### src/rtl/fifo_pkg.sv
// ----------------------------------------------------------------------------
// fifo_pkg
// Shared definitions for the FIFO controller slice: default geometry of the
// FIFO and the state encoding of the read sequencer.
// ----------------------------------------------------------------------------
package fifo_pkg;

    // Default geometry: DEPTH must always be 2**ADDR_WIDTH so that the
    // pointers wrap naturally by overflow.
    localparam int FIFO_ADDR_WIDTH = 8;
    localparam int FIFO_DATA_WIDTH = 10;
    localparam int FIFO_DEPTH      = 256;

    // Read sequencer states. A pop occupies IDLE (issue), RD_ISSUE and
    // RD_HOLD, so words come out at most once every three cycles.
    typedef enum logic [1:0] {
        IDLE     = 2'd0,
        RD_ISSUE = 2'd1,
        RD_HOLD  = 2'd2
    } fifo_state_e;

endpackage

### src/rtl/fifo_ptr.sv
// ----------------------------------------------------------------------------
// fifo_ptr
// Wrapping ADDR_WIDTH-bit address pointer used for both the write and the
// read side of the FIFO. Wraps from 2**ADDR_WIDTH-1 back to 0 by overflow.
//
// Ports:
//   clk_i   - clock, rising edge
//   rst_ni  - synchronous active-low clear
//   inc_i   - advance the pointer by one at the next edge
//   ptr_o   - current pointer value
// ----------------------------------------------------------------------------
module fifo_ptr
    import fifo_pkg::*;
#(
    parameter int ADDR_WIDTH = FIFO_ADDR_WIDTH
) (
    input  logic                  clk_i,
    input  logic                  rst_ni,
    input  logic                  inc_i,
    output logic [ADDR_WIDTH-1:0] ptr_o
);

    logic [ADDR_WIDTH-1:0] ptr_q;
    logic [ADDR_WIDTH-1:0] ptr_d;

    // Next pointer value; overflow of the fixed-width add gives the wrap.
    always_comb begin
        ptr_d = ptr_q;
        if (inc_i) begin
            ptr_d = ptr_q + ADDR_WIDTH'(1);
        end
    end

    // Pointer register with synchronous clear.
    always_ff @(posedge clk_i) begin
        if (!rst_ni) begin
            ptr_q <= '0;
        end else begin
            ptr_q <= ptr_d;
        end
    end

    assign ptr_o = ptr_q;

endmodule

### src/rtl/fifo_ctrl.sv
// ----------------------------------------------------------------------------
// fifo_ctrl
// Controller for a FIFO built on an external single-port memory. Pushes are
// written in a single cycle while idle; a pop runs a three-cycle read
// sequence (issue, hold address, capture) and takes priority over a push.
//
// Ports:
//   clk_i        - clock, all state changes on the rising edge
//   rst_ni       - synchronous active-low reset
//   push_valid_i - write request
//   push_data_i  - write word
//   push_ready_o - a push is accepted this cycle when push_valid_i is high
//   pop_req_i    - level-sensitive read request
//   pop_valid_o  - one-cycle strobe marking pop_data_o valid
//   pop_data_o   - read word, held between strobes
//   full_o       - count_o == DEPTH
//   empty_o      - count_o == 0
//   count_o      - number of stored words
//   mem_addr_o   - memory address
//   mem_din_o    - memory write data
//   mem_en_o     - memory enable
//   mem_we_o     - memory write enable
//   mem_dout_i   - memory read data
// ----------------------------------------------------------------------------
module fifo_ctrl
    import fifo_pkg::*;
#(
    parameter int ADDR_WIDTH = FIFO_ADDR_WIDTH,
    parameter int DATA_WIDTH = FIFO_DATA_WIDTH,
    parameter int DEPTH      = FIFO_DEPTH
) (
    input  logic                  clk_i,
    input  logic                  rst_ni,
    input  logic                  push_valid_i,
    input  logic [DATA_WIDTH-1:0] push_data_i,
    output logic                  push_ready_o,
    input  logic                  pop_req_i,
    output logic                  pop_valid_o,
    output logic [DATA_WIDTH-1:0] pop_data_o,
    output logic                  full_o,
    output logic                  empty_o,
    output logic [ADDR_WIDTH:0]   count_o,
    output logic [ADDR_WIDTH-1:0] mem_addr_o,
    output logic [DATA_WIDTH-1:0] mem_din_o,
    output logic                  mem_en_o,
    output logic                  mem_we_o,
    input  logic [DATA_WIDTH-1:0] mem_dout_i
);

    localparam logic [ADDR_WIDTH:0] DepthCount = (ADDR_WIDTH+1)'(DEPTH);
    localparam logic [ADDR_WIDTH:0] CountOne   = (ADDR_WIDTH+1)'(1);

    fifo_state_e           state_q;
    fifo_state_e           state_d;
    logic [ADDR_WIDTH:0]   count_q;
    logic [ADDR_WIDTH:0]   count_d;
    logic                  pop_valid_q;
    logic                  pop_valid_d;
    logic [DATA_WIDTH-1:0] pop_data_q;
    logic [DATA_WIDTH-1:0] pop_data_d;

    logic [ADDR_WIDTH-1:0] wr_ptr;
    logic [ADDR_WIDTH-1:0] rd_ptr;
    logic                  wr_inc;
    logic                  rd_inc;
    logic                  full;
    logic                  empty;

    assign full  = (count_q == DepthCount);
    assign empty = (count_q == '0);

    fifo_ptr #(
        .ADDR_WIDTH (ADDR_WIDTH)
    ) u_wr_ptr (
        .clk_i  (clk_i),
        .rst_ni (rst_ni),
        .inc_i  (wr_inc),
        .ptr_o  (wr_ptr)
    );

    fifo_ptr #(
        .ADDR_WIDTH (ADDR_WIDTH)
    ) u_rd_ptr (
        .clk_i  (clk_i),
        .rst_ni (rst_ni),
        .inc_i  (rd_inc),
        .ptr_o  (rd_ptr)
    );

    // Next-state and memory-port decode. The read address is held for all
    // three read cycles because the memory only presents valid data while
    // it is enabled for reading. Push and pop never complete on the same
    // edge (push only in IDLE, pop completes in RD_HOLD), so COUNT moves by
    // at most one per edge.
    always_comb begin
        state_d      = state_q;
        count_d      = count_q;
        pop_valid_d  = 1'b0;
        pop_data_d   = pop_data_q;
        wr_inc       = 1'b0;
        rd_inc       = 1'b0;
        push_ready_o = 1'b0;
        mem_en_o     = 1'b0;
        mem_we_o     = 1'b0;
        mem_addr_o   = '0;
        mem_din_o    = '0;

        unique case (state_q)
            IDLE: begin
                if (pop_req_i && !empty) begin
                    mem_en_o   = 1'b1;
                    mem_addr_o = rd_ptr;
                    state_d    = RD_ISSUE;
                end else if (!full) begin
                    push_ready_o = 1'b1;
                    if (push_valid_i) begin
                        mem_en_o   = 1'b1;
                        mem_we_o   = 1'b1;
                        mem_addr_o = wr_ptr;
                        mem_din_o  = push_data_i;
                        wr_inc     = 1'b1;
                        count_d    = count_q + CountOne;
                    end
                end
            end
            RD_ISSUE: begin
                mem_en_o   = 1'b1;
                mem_addr_o = rd_ptr;
                state_d    = RD_HOLD;
            end
            RD_HOLD: begin
                mem_en_o    = 1'b1;
                mem_addr_o  = rd_ptr;
                pop_data_d  = mem_dout_i;
                pop_valid_d = 1'b1;
                rd_inc      = 1'b1;
                count_d     = count_q - CountOne;
                state_d     = IDLE;
            end
            default: begin
                state_d = IDLE;
            end
        endcase

        // Reset silences the memory port and the handshake in the same cycle.
        if (!rst_ni) begin
            push_ready_o = 1'b0;
            mem_en_o     = 1'b0;
            mem_we_o     = 1'b0;
            wr_inc       = 1'b0;
            rd_inc       = 1'b0;
        end
    end

    // State, count and pop output registers. Reset abandons any read in
    // flight, so no pop strobe can follow a reset.
    always_ff @(posedge clk_i) begin
        if (!rst_ni) begin
            state_q     <= IDLE;
            count_q     <= '0;
            pop_valid_q <= 1'b0;
            pop_data_q  <= '0;
        end else begin
            state_q     <= state_d;
            count_q     <= count_d;
            pop_valid_q <= pop_valid_d;
            pop_data_q  <= pop_data_d;
        end
    end

    assign pop_valid_o = pop_valid_q;
    assign pop_data_o  = pop_data_q;
    assign count_o     = count_q;
    assign full_o      = full;
    assign empty_o     = empty;

endmodule
### config.mk
export PLATFORM = sky130hd
export DESIGN_NAME = fifo_ctrl
export DESIGN_NICKNAME = d
export VERILOG_FILES = /design/src/rtl/fifo_pkg.sv /design/src/rtl/fifo_ptr.sv /design/src/rtl/fifo_ctrl.sv
export SDC_FILE = /design/constraint.sdc
export NUM_CORES = 1
export LEC_CHECK = 0
export BUFFER_PORTS_ARGS = -buffer_cell sky130_fd_sc_hd__buf_2
export CAP_MARGIN = 20
export CORE_MARGIN = 1
export CORE_UTILIZATION = 30
export CTS_BUF_LIST = sky130_fd_sc_hd__clkbuf_8 sky130_fd_sc_hd__clkbuf_16
export DETAILED_ROUTE_END_ITERATION = 16
export HOLD_SLACK_MARGIN = 0.02
export PLACE_DENSITY = 0.57
export SLEW_MARGIN = 10
export SYNTH_ARGS = -nofsm -noshare
export SYNTH_HDL_FRONTEND = slang
export SYNTH_SLANG_ARGS = --single-unit
### constraint.sdc
create_clock -name clk_i -period 7.65 [get_ports clk_i]
set_input_delay 1.53 -clock clk_i [delete_from_list [all_inputs] [get_ports clk_i]]
set_output_delay 1.53 -clock clk_i [all_outputs]
set_load 0.01 [all_outputs]
* Yosys cells after proc, flatten, opt, wreduce, memory -nomap -nowiden
Cells that the tools add are included.
Cells by class: equal/unequal tests 7, reduce and logical (&&, ||, !) cells 7, add/subtract/negate cells 4, mux-type cells 28
Operator list (number):
- $mux 10 | 4
- $mux 9 | 3
- $mux 8 | 3
- $pmux 9 s2 | 1
- $add 8x1->8 const B | 2
- $pmux 8 s2 | 1
- $mux 1 | 13
- $add 9x1->9 const B | 1
- $eq 9x9->1 const B | 1
- $logic_not 9->1 | 1
- $sub 9x1->9 const B | 1
- $ne 2x2->1 const B | 4
- $pmux 2 s2 | 1
- $reduce_and 4->1 | 1
- $eq 2x1->1 const B | 1
- $eq 2x2->1 const B | 1
- $logic_not 2->1 | 1
- $mux 2 | 1
- $pmux 1 s2 | 1
- $reduce_bool 2->1 | 1
- $reduce_or 2->1 | 1
- $logic_and 1x1->1 | 1
- $logic_not 1->1 | 1
Word-level totals: flip-flop bits (word level) 38, logic and storage cells 52

* Longest topological paths before layout
depth in word-level cells 6, mapped depth 10, mapped depth without buffers 9

* Modules after synthesis
A second synthesis with hierarchy kept.
Unflattened totals: cell total of the unflattened synthesis 242, area, all modules 2248.4 um^2
By module, submodules not included:
- fifo_ctrl | area an instance 1530.2 um^2, sequential area each 440.4 um^2, instances 1, cells each 168
- fifo_ptr | area an instance 359.1 um^2, sequential area each 160.2 um^2, instances 2, cells each 37

* Worst setup path before layout
No wires, ideal clock.
path kind input -> output, start point input pop_req_i, end point output mem_addr_o[0], data arrival time 2.511 ns, setup slack 3.609 ns, required time 6.120 ns, stages on the path 5, cells stage by stage a21boi_1 nor3_1 buf_2 a22oi_1 nor2_1
Between the ends: word-level cells in the longest chain between the ends 3
Ends and longest elaborated chain:
- start: declaration | RTL line fifo_ctrl.sv:37 | input logic pop_req_i,
- $logic_and 1x1->1 | RTL line fifo_ctrl.sv:110 | if (pop_req_i && !empty) begin
- $mux 8 | RTL line fifo_ctrl.sv:110
- $pmux 8 s2 | RTL line fifo_ctrl.sv:108 | unique case (state_q)
- end: declaration | RTL line fifo_ctrl.sv:43 | output logic [ADDR_WIDTH-1:0] mem_addr_o,
No other way between the ends.

* Worst setup path in the final report
start point input pop_req_i, end point output mem_addr_o[6]
The elaborated chain is that of the path after synthesis.

==> key figures <==
Critical path
  • Max FO, Critical Path: 16
  • CP required: roughly 6.1 ns
  • Crit Path Class: in2out
  • Worst EP arrival: slightly below 3 ns
  • CP Capture Type: output port
  • Startpoint type of the worst setup path: primary input

Clock network
  • Post-CTS Resized: 0
  • Postcts setup bufs: 0
  • Worst-path clk slew: around 0.08 ns
  • Clk Latency, worst-skew pair: just under 0.3 ns
  • CTS tree: done
  • CTS buffer count: 5
  • Hold-fix buffers, CTS: 0
  • Clk buf depth: 2
  • H-tree depth: 2
  • Sink Count: 38
  • Root buffer cell: clkbuf_8

STA
  • RSZ-0062 raised after global routing: no
  • Setup violators final: 0
  • Layout Skew: about 0.0045 ns
  • Max Fclk: 226 MHz
  • Final Cycle Share: 0.580
  • Final min period: between 4 and 5 ns
  • Final Hold Viols: 0
  • Max-slew violation count: 0
  • Sum Neg Setup Slack: 0 ns
  • Worst-margin pin slew: 0.771 ns
  • Worst hold slack: 0.497 ns
  • Max-slew headroom: 0.485

Global route
  • Total grt overflow: 0
  • Vias in the first global route: 1881
  • First-pass GRT wire length: approximately 9000 microns
  • Initial antenna violation count: 0
  • Global-route total usage across every layer: 0.148
  • Largest net degree at the start of global routing: 36

Outcome
  • Status: completed

Die
  • Die width: roughly 87 microns
  • Row count: 30
  • Initial Util: 0.315
  • Core area: approximately 7000 sq um
  • Full die area: 7600 sq um
  • I/O pin total: 67
  • Die height: about 87 microns

Logic synthesis
  • #FFs+latches synth: 38
  • Yosys warnings: 0
  • Distinct cells, synth: 45
  • Most common flop cell mapped by yosys: dfxtp_1
  • Post-synth EDFFs: 0
  • Post-Synthesis Cells: 260
  • Yosys top cell area share: 0.350
  • Synth top area cells: dfxtp_1, ha_1, mux2i_1
  • Syn avg cell area: ~8.4 sq um
  • Seq/Total Area, Yosys: 0.350
  • Post-Syn Nets: ~300
  • Syn Std Cell Area: 2180 sq um
  • Leading area contributor after synthesis: dfxtp_1
  • Async S/R FF share, synth: 0

Layout
  • Post-route cell area: around 2800 sq um
  • Nets: around 370
  • ANT cells: 0
  • Layout cell share with drive strength beyond 1: 0.262
  • Area grow syn2layout: 26.9%

Placed design
  • HPWL after DPL: 3840 microns
  • Cell Area, Placed: about 2600 sq um
  • IO Port Bufs: 66
  • Final Wtd Congestion: roughly 0.83

Drt
  • Vias post-DR: 2051
  • Antenna-violating nets left: 0
  • # DRC: 0
  • Initial DRC count: 93
  • DR pass1 iterations: 5
  • DR WL/cell: approximately 13 microns
  • DRT Wirelength: between 5000 and 6000 microns
  • DR vias/cell: 4.84

Pwr
  • Maximum vdd drop: ~0.12 mV
  • Pwr Density: roughly 300 nW/um^2
  • Pleak: ~0.0013 uW

Run
  • Max-cap violations: 0

Min path
  • Tightest Hold Check Type: reg2reg
## power breakdown
group / internal, uW / switching [uW]
Combinational: 157 / 225
Sequential: 224 / 29.5
Clock: 131 / 76.2
Total: 511 / 330
## cells by family (layout without fill, tap and decap cells)
group                    count (synthesis)  count (layout)  synth area share
XOR/XNOR                                12              12            0.0483
AND/OR/NAND/NOR                        111             111             0.252
AO/OA/AOI/OAI                           52              52             0.168
multiplexers                            14              14            0.0644
buffers and inverters                   19              87            0.0333
flip-flops                              38              38             0.350
adder cells (fa/ha/maj)                 14              14            0.0840
## layout by cell type, fill, tap and decap left out, types with 6 or more instances in the layout
cell,instances
nor2_1,36
and2_1,11
ha_1,13
nor3_1,6
a22oi_1,8
a21oi_1,17
nand4_1,8
o21ai_0,7
buf_2,66
dfxtp_1,38
xnor2_1,7
inv_1,9
nand2_1,25
mux2i_1,14
## final timing paths
check | startpoint | end | slack, ns | cells past startpoint
worst min-delay path | pop_data_o[5]$_SDFFE_PN0P_ | pop_data_o[5]$_SDFFE_PN0P_ | 0.50 | 2
worst max-delay path | pop_req_i | mem_addr_o[6] | 3.22 | 7
worst min register to register | pop_data_o[5]$_SDFFE_PN0P_ | pop_data_o[5]$_SDFFE_PN0P_ | 0.50 | 2
worst max register to register | state_q[0]$_SDFFE_PN0P_ | count_o[8]$_SDFFE_PN0P_ | 4.99 | 10
## per-stage QoR
| step | worst slack [ns] | std cells | total power, uW | utilization |
|---|---|---|---|---|
| 2_1_floorplan | 3.61 | 260 | 521 | - |
| 3_3_place_gp | 2.92 | 415 | 631 | 0.378 |
| 3_5_place_dp | 2.81 | 415 | 635 | 0.378 |
| 4_1_cts | 2.82 | 423 | 846 | 0.398 |
| 5_1_grt | 3.04 | 424 | 909 | 0.400 |
| 6_report | 3.22 | 424 | 842 | 0.400 |
## cells in the mapped netlist, types with 2 or more instances
library cell  instances
a21o_1                2
a31oi_1               3
nand2b_1              4
nand4_1               8
a21oi_1              17
or3_1                 3
nor4_1                3
xor2_1                5
xnor2_1               7
ha_1                 13
a22oi_1               8
nand2_1              25
o31ai_1               2
nor2_1               36
mux2i_1              14
a211oi_1              2
nor3_1                7
nand3_1               4
o21ai_0               7
and2_1               11
dfxtp_1              38
o21a_1                2
and3_1                2
inv_1                 9
clkbuf_1              7
or4_4                 2
## per-layer routing
metal | GRT usage | vias to the layer above | share of wire
li1 | - | 1053 | -
met1 | 0.183 | 933 | 0.48
met2 | 0.262 | 63 | 0.46
met3 | 0.0332 | 2 | 0.055
met4 | 0.0313 | 0 | 0.0036
met5 | 0 | - | 0
## flip-flops by register name (all words and copies together) (netlist names)
register / flops
u_rd_ptr.ptr_o: 8
state_q: 2
pop_valid_o: 1
u_wr_ptr.ptr_o: 8
pop_data_o: 10
count_o: 9
## critical path: stages
cell      delay [ns]
buf_2           0.13
a21boi_1        0.47
nor3_2          0.18
buf_6           0.19
a22oi_1         0.20
nor2_1          0.05
buf_2           0.15
## layout make-up
| type | count | area, sq um |
|---|---|---|
| Fill cell | 732 | 4150 |
| Multi-Input combinational cell | 203 | 1350 |
| Sequential cell | 38 | 761 |
| Timing Repair Buffer | 69 | 357 |
| Tap cell | 96 | 120 |
| Clock buffer | 5 | 68.8 |
| Clock inverter | 3 | 68.8 |
| Inverter | 10 | 37.5 |
Note: power is estimated with default switching activity, not from simulation.
